==> config.mk <==
export PLATFORM = sky130hd
export DESIGN_NAME = transmitter
export DESIGN_NICKNAME = d
export VERILOG_FILES = /design/src/rtl/uart_pkg.sv /design/src/rtl/uart_baud_gen.sv /design/src/rtl/transmitter.sv
export SDC_FILE = /design/constraint.sdc
export NUM_CORES = 1
export LEC_CHECK = 0
export BUFFER_PORTS_ARGS = -buffer_cell sky130_fd_sc_hd__buf_2
export CAP_MARGIN = 20
export CORE_MARGIN = 2
export CORE_UTILIZATION = 50
export CTS_CLUSTER_DIAMETER = 40
export DETAILED_ROUTE_END_ITERATION = 8
export PLACE_DENSITY_LB_ADDON = 0.05
export SLEW_MARGIN = 10
export SYNTH_ARGS = -nofsm -noshare
export SYNTH_HDL_FRONTEND = slang
export SYNTH_HIERARCHICAL = 1
export SYNTH_SLANG_ARGS = --single-unit
export TNS_END_PERCENT = 50
==> constraint.sdc <==
create_clock -name clk -period 2.8 [get_ports clk]
set_input_delay 0.28 -clock clk [delete_from_list [all_inputs] [get_ports clk]]
set_output_delay 0.28 -clock clk [all_outputs]
set_load 0.05 [all_outputs]
==> src/rtl/uart_pkg.sv <==
// Shared UART definitions: transmitter state encoding, frame geometry and
// line idle level. Used by the transmitter and later by the receiver.
package uart_pkg;

    typedef enum logic [2:0] {
        IDLE   = 3'd0,
        START  = 3'd1,
        DATA   = 3'd2,
        PARITY = 3'd3,
        STOP   = 3'd4
    } tx_state_t;

    localparam int   DATA_BITS            = 8;
    localparam int   DEFAULT_CLKS_PER_BIT = 580;
    localparam logic IDLE_LEVEL           = 1'b1;

endpackage

==> src/rtl/uart_baud_gen.sv <==
// Baud timing: counts 0..CLKS_PER_BIT-1 and flags the last cycle of each bit.
// A restart strobe realigns the count to 0 so a frame's start bit gets its
// full length. bit_end decodes the registered count, so it is high for
// exactly one cycle per bit.
import uart_pkg::*;

module uart_baud_gen #(
    parameter int CLKS_PER_BIT = DEFAULT_CLKS_PER_BIT
) (
    input  logic clk,
    input  logic clr,
    input  logic restart,
    output logic bit_end
);

    localparam logic [9:0] LAST = 10'(CLKS_PER_BIT - 1);

    logic [9:0] cnt;

    // Bit-period counter; wraps at the end of each bit or on restart.
    always_ff @(posedge clk or posedge clr) begin
        if (clr) begin
            cnt <= '0;
        end else if (restart || (cnt == LAST)) begin
            cnt <= '0;
        end else begin
            cnt <= cnt + 10'd1;
        end
    end

    assign bit_end = (cnt == LAST);

endmodule

==> src/rtl/transmitter.sv <==
// UART transmitter: 4-phase req/ack byte intake, idle-high serial frame
// (start, 8 data bits LSB first, optional even parity, stop).
// Optional parity bit: define TX_PARITY_EN.
//
//   state  | meaning
//   IDLE   | line at mark, waiting for req with ack low
//   START  | driving the start bit (0)
//   DATA   | driving data bits, LSB first
//   PARITY | driving even parity of the byte (TX_PARITY_EN only)
//   STOP   | driving the stop bit (1)
import uart_pkg::*;

module transmitter #(
    parameter int CLKS_PER_BIT = DEFAULT_CLKS_PER_BIT
) (
    input  logic       clk,
    input  logic       clr,
    input  logic       req,
    input  logic [7:0] data,
    output logic       ack,
    output logic       txd,
    output logic       busy
);

    localparam logic [2:0] LAST_IDX = 3'(DATA_BITS - 1);

    tx_state_t  state, state_nxt;
    logic [7:0] shift_reg, shift_nxt;
    logic [2:0] bit_idx, bit_idx_nxt;
    logic       txd_nxt, ack_nxt, busy_nxt;
    logic       restart, bit_end;
`ifdef TX_PARITY_EN
    logic       par_q, par_nxt;
`endif

    uart_baud_gen #(.CLKS_PER_BIT(CLKS_PER_BIT)) u_baud (
        .clk     (clk),
        .clr     (clr),
        .restart (restart),
        .bit_end (bit_end)
    );

    // State and all outputs are registered; clr forces the line to mark at once.
    always_ff @(posedge clk or posedge clr) begin
        if (clr) begin
            state     <= IDLE;
            shift_reg <= '0;
            bit_idx   <= '0;
            txd       <= IDLE_LEVEL;
            ack       <= 1'b0;
            busy      <= 1'b0;
`ifdef TX_PARITY_EN
            par_q     <= 1'b0;
`endif
        end else begin
            state     <= state_nxt;
            shift_reg <= shift_nxt;
            bit_idx   <= bit_idx_nxt;
            txd       <= txd_nxt;
            ack       <= ack_nxt;
            busy      <= busy_nxt;
`ifdef TX_PARITY_EN
            par_q     <= par_nxt;
`endif
        end
    end

    // Next-state, frame sequencing and handshake logic.
    always_comb begin
        state_nxt   = state;
        shift_nxt   = shift_reg;
        bit_idx_nxt = bit_idx;
        txd_nxt     = txd;
        ack_nxt     = ack;
        restart     = 1'b0;
`ifdef TX_PARITY_EN
        par_nxt     = par_q;
`endif

        // Handshake release is independent of where the frame is.
        if (ack && !req) begin
            ack_nxt = 1'b0;
        end

        case (state)
            IDLE: begin
                if (req && !ack) begin
                    shift_nxt   = data;
                    ack_nxt     = 1'b1;
                    state_nxt   = START;
                    txd_nxt     = ~IDLE_LEVEL;
                    bit_idx_nxt = '0;
                    restart     = 1'b1;
`ifdef TX_PARITY_EN
                    par_nxt     = ^data;
`endif
                end
            end
            START: begin
                if (bit_end) begin
                    state_nxt   = DATA;
                    txd_nxt     = shift_reg[0];
                    bit_idx_nxt = '0;
                end
            end
            DATA: begin
                if (bit_end) begin
                    shift_nxt = {1'b0, shift_reg[7:1]};
                    if (bit_idx == LAST_IDX) begin
                        bit_idx_nxt = '0;
`ifdef TX_PARITY_EN
                        state_nxt   = PARITY;
                        txd_nxt     = par_q;
`else
                        state_nxt   = STOP;
                        txd_nxt     = IDLE_LEVEL;
`endif
                    end else begin
                        bit_idx_nxt = bit_idx + 3'd1;
                        txd_nxt     = shift_reg[1];
                    end
                end
            end
`ifdef TX_PARITY_EN
            PARITY: begin
                if (bit_end) begin
                    state_nxt = STOP;
                    txd_nxt   = IDLE_LEVEL;
                end
            end
`endif
            STOP: begin
                if (bit_end) begin
                    state_nxt = IDLE;
                    txd_nxt   = IDLE_LEVEL;
                end
            end
            default: begin
                state_nxt = IDLE;
                txd_nxt   = IDLE_LEVEL;
            end
        endcase

        busy_nxt = (state_nxt != IDLE);
    end

endmodule

**Word-level counts from Yosys, hierarchy flattened**

Cells that the tools add are included.

- Bits in registers: 27
- Output and inout port bits: 3
- Word-level logic and storage cells: 56

- $add $sub $neg: 2
- Equality and inequality tests: 9
- Muxes and demuxes: 26
- Reduce and logical (&&, ||, !) cells: 12

Operator list:

| operator | number |
|---|---|
| $mux W3 | 9 |
| $mux W8 | 2 |
| $pmux W8 S2 | 1 |
| $pmux W3 S4 | 1 |
| $add A10 B1 Y10 const B | 1 |
| $eq A10 B10 Y1 const B | 1 |
| $mux W1 | 10 |
| $mux W10 | 1 |
| $pmux W3 S3 | 1 |
| $ne A2 B2 Y1 const B | 4 |
| $reduce_and A4 Y1 | 2 |
| $eq A3 B3 Y1 const B | 2 |
| $reduce_bool A3 Y1 | 2 |
| $pmux W1 S4 | 1 |
| $add A3 B1 Y3 const B | 1 |
| $eq A3 B1 Y1 const B | 1 |
| $eq A3 B2 Y1 const B | 1 |
| $logic_not A3 Y1 | 1 |
| $reduce_and A3 Y1 | 1 |
| $logic_and A1 B1 Y1 | 2 |
| $logic_not A1 Y1 | 2 |
| $reduce_bool A2 Y1 | 1 |
| $logic_or A1 B1 Y1 | 1 |

**Logic depth before layout (Yosys ltp)**

- Depth after elaboration: 6
- Mapped depth: 7
- Mapped depth without buffers: 6

**Cells and area by module**

The synthesis kept the hierarchy.

Modules (own cells, without submodules):

| module | instances | cells each | area each (µm²) | seq. area each (µm²) |
|---|---|---|---|---|
| transmitter | 1 | 80 | 933.4 | 426.7 |
| uart_baud_gen | 1 | 52 | 509.2 | 250.2 |

**Least setup slack after synthesis**

Ideal clock, no wire load.

- Kind: register to register
- Start point: reg u_baud.cnt[4]
- End point: reg shift_reg[0]
- Setup time: 0.125 ns
- Arrival time: 2.046 ns
- Required time: 2.675 ns
- Setup slack: 0.629 ns
- Cell stages (with the launch flop): 7
- Path buffers: 1
- Clock period less this slack: 2.171 ns
- Path through: dfrtp_1 > nor4b_1 > and4_1 > clkbuf_1 > nand2_1 > a211oi_4 > mux2_2

- Cells in the longest elaborated chain, start to end: 3

Ends and longest elaborated chain:

| item | RTL line | source |
|---|---|---|
| start, declared | uart_baud_gen.sv:18 | `logic [9:0] cnt;` |
| start signal, assigned | uart_baud_gen.sv:27 | `cnt <= cnt + 10'd1;` |
| $eq A10 B10 Y1 | uart_baud_gen.sv:31 | `assign bit_end = (cnt == LAST);` |
| named net bit_end | transmitter.sv:31 | `logic restart, bit_end;` |
| $ne A2 B2 Y1 (no source line) | -- |  |
| $reduce_and A3 Y1 (no source line) | -- |  |
| end signal, assigned | transmitter.sv:57 | `shift_reg <= shift_nxt;` |
| end, declared | transmitter.sv:28 | `logic [7:0] shift_reg, shift_nxt;` |

The timed path passes the listed nets, and every way through them passes these cells.
A chain may end at the register's enable or synchronous reset.

**Final worst setup path**

- Start point: reg u_baud.cnt[4]
- End point: reg shift_reg[1]

The elaborated chain is that of the path after synthesis.

==> impl_metrics.py <==
metrics = {
    "run_status": {
        "status": "finished clean",
    },
    "global_routing": {
        "grt_pass1_vias": 950,
        "grt.total_usage": 0.159,
        "grt_pass1_wl_um": 4110,
        "overflow": 0,
        "antenna_found_initial": 0,
        "grt_max_degree": 18,
    },
    "hold_path": {
        "hp-class": "in2reg",
        "holdPathStages": 2,
    },
    "logic_synthesis": {
        "synth_area_per_cell_um2": 10.9,
        "synth_ff_type": "dfrtp_1",
        "synth_cells": 132,
        "synth_xor_area_frac": 0.0243,
        "async_flop_share": 1.00,
        "seq_area_frac_synth": 0.469,
        "yosys.cell_count.top_type": "dfrtp_1",
        "synth_top_area_frac": 0.451,
        "synthDistinctLibCells": 43,
        "synth_common_cells": "dfrtp_1 (26), mux2_2 (15), inv_1 (8), nor2_1 (8)",
        "yosys-mux-area-fraction": 0.131,
        "synth_edf_count": 0,
        "ys_seq_elements": 27,
        "synthAdderAreaFrac": 0.0260,
        "synth_top_family_by_area": "simple AND/OR/NAND/NOR gates",
        "synthTopCellsByArea": "dfrtp_1 (45%), mux2_2 (12%), ha_1 (2.6%)",
        "ys_warn_count": 6,
        "synth_compound_area_frac": 0.107,
        "synth_area_um2": 1440,
        "yosysTopAreaCell": "dfrtp_1",
        "syn_nets": 146,
        "synth-simple-area-share": 0.199,
    },
    "cts": {
        "clk_pin_slew_worst_paths_ns": 0.15,
        "clock-sinks": 27,
        "cts.repair.resized": 0,
        "cts_tree": "yes",
        "cts_root_buf": "clkbuf_4",
        "cts_inserted_buffers": 3,
        "postCtsSetupBuffers": 0,
        "cts.path.max_buffers": 2,
        "clk_latency_ns": 0.32,
        "holdBufCountCts": 1,
        "htreeDepth": 1,
    },
    "floorplan": {
        "num_rows": 19,
        "die_h_um": 57.7,
        "die_w_um": 57.7,
        "core_area_um2": 2760,
        "initial_utilization": 0.523,
        "die_area_um2": 3330,
        "io_pins": 14,
    },
    "power": {
        "vdd_drop_max_mv": 0.533,
        "p_total_w": 0.00134,
        "p_per_area_nw_per_um2": 861,
        "power_leakage_nw": 0.650,
    },
    "timing": {
        "relSlewSlack": 0.528,
        "setup_viol": 0,
        "whs_ns": 0.159,
        "finClkSkew_ns": 0.00906,
        "rsz0062_at_grt": "no",
        "drv_slew": 0,
        "fmax_mhz": 432,
        "min_period_over_period": 0.827,
        "tightest_slew_ns": 0.705,
        "hold_viol": 0,
        "finalSetupTns_ns": 0,
        "fin_crit_ns": 2.32,
    },
    "routing": {
        "dr.pass1.iters": 4,
        "via_count": 988,
        "ant_nets": 0,
        "wirelength_um": 2470,
        "via_per_inst": 5.68,
        "drtIter0Drc": 16,
        "wl_per_cell_um": 14.2,
        "drc": 0,
    },
    "worst_setup_path": {
        "cp.arrival_ns": 2.54,
        "required_ns": 3.03,
        "critical_path.max_fanout": 9,
        "cp-end-kind": "flip-flop",
        "critPathLaunchType": "flip-flop",
        "r2r_cells": 5,
        "path_class": "reg2reg",
    },
    "finish": {
        "drive_above_1_share": 0.308,
        "fillers": 254,
        "largest_reg_flops": 10,
        "area_growth_pct": 7.55,
        "nNetsFinal": 158,
        "antennaDiodeCount": 0,
    },
    "job": {
        "drv_cap": 0,
    },
    "placement": {
        "io_buffers": 13,
        "place.gp.congestion": 0.831,
        "dpl.hpwl_um": 1760,
    },
}
==> logic make-up after synthesis <==
kind of cell               Yosys count
buffers and inverters               15
xor gates and xnor gates             4
and+or+nand+nor                     45
AOI/OAI and AO/OA                   21
adders and majority gates            3
muxes                               17
DFF                                 27
==> worst paths after layout <==
kind / start / end / slack [ns]
max: u_baud/cnt[4]$_DFF_PP0_ / shift_reg[1]$_DFFE_PP0P_ / 0.48
min: data[7] / shift_reg[7]$_DFFE_PP0P_ / 0.16
max reg2reg: u_baud/cnt[4]$_DFF_PP0_ / shift_reg[1]$_DFFE_PP0P_ / 0.48
min reg2reg: u_baud/cnt[0]$_DFF_PP0_ / u_baud/cnt[0]$_DFF_PP0_ / 0.51
max in group asynchronous: clr / ack$_DFF_PP0_ / 1.78
min in group asynchronous: clr / u_baud/cnt[3]$_DFF_PP0_ / 0.47
==> critical path, cell delays in order, from the launching register on <==
cell and delay (ns):
dfrtp_1 0.47, nor4b_1 0.38, and4_1 0.42, nand2_1 0.14, a211oi_4 0.44, mux2_2 0.39
==> cell type report <==
cell class / instances / area [um2] / area share
flip-flops and latches: 27 / 677 / 0.436
clock inverters: 1 / 5.00 / 0.00323
inverters: 8 / 30.0 / 0.0194
repair buffers: 14 / 75.1 / 0.0484
clock buffers: 3 / 22.5 / 0.0145
well taps: 31 / 38.8 / 0.0250
multi-input cells: 90 / 703 / 0.453
==> layer usage <==
layer	share of wire	GRT usage	vias up
met5	0	0	-
met4	0.014	0.0631	0
met3	0.023	0.0201	4
met2	0.51	0.279	18
met1	0.46	0.199	467
li1	-	-	499
==> stage by stage <==
stage                     cells   util  setup WS, ns  instance area, um2
after CTS                   174  0.563         0.473                1550
final                       174  0.563         0.485                1550
after floorplan             132      -         0.629                1440
after detailed placement    169  0.549         0.485                1510
after global routing        174  0.563         0.332                1550
after global placement      169  0.549         0.558                1510
==> report_power, final <==
group	total (W)	leakage [nW]	switching (W)	internal, W
combinational	0.000461	0.306	0.000244	0.000216
clock	0.000166	0.0177	0.000113	0.0000535
sequential	0.000710	0.326	0.000152	0.000558
total	0.00134	0.650	0.000509	0.000828
==> placed cells by master (no fill, tap or decap), types with 2 or more instances in the layout <==
cell type | Yosys | routed
nand3b_1 | 3 | 3
clkbuf_4 | 0 | 3
buf_2 | 5 | 13
nand2_1 | 7 | 7
nand3_1 | 4 | 4
inv_1 | 8 | 8
ha_1 | 3 | 3
dfrtp_1 | 26 | 26
o21ai_0 | 5 | 5
or3_1 | 3 | 3
nor2_1 | 8 | 8
nor4_1 | 2 | 2
nor3b_1 | 2 | 2
xor2_1 | 2 | 2
a21oi_1 | 7 | 7
mux2i_1 | 2 | 2
nor3_1 | 2 | 2
xnor2_1 | 2 | 2
mux2_2 | 15 | 15
No activity file was read; power rests on OpenSTA's default activity.
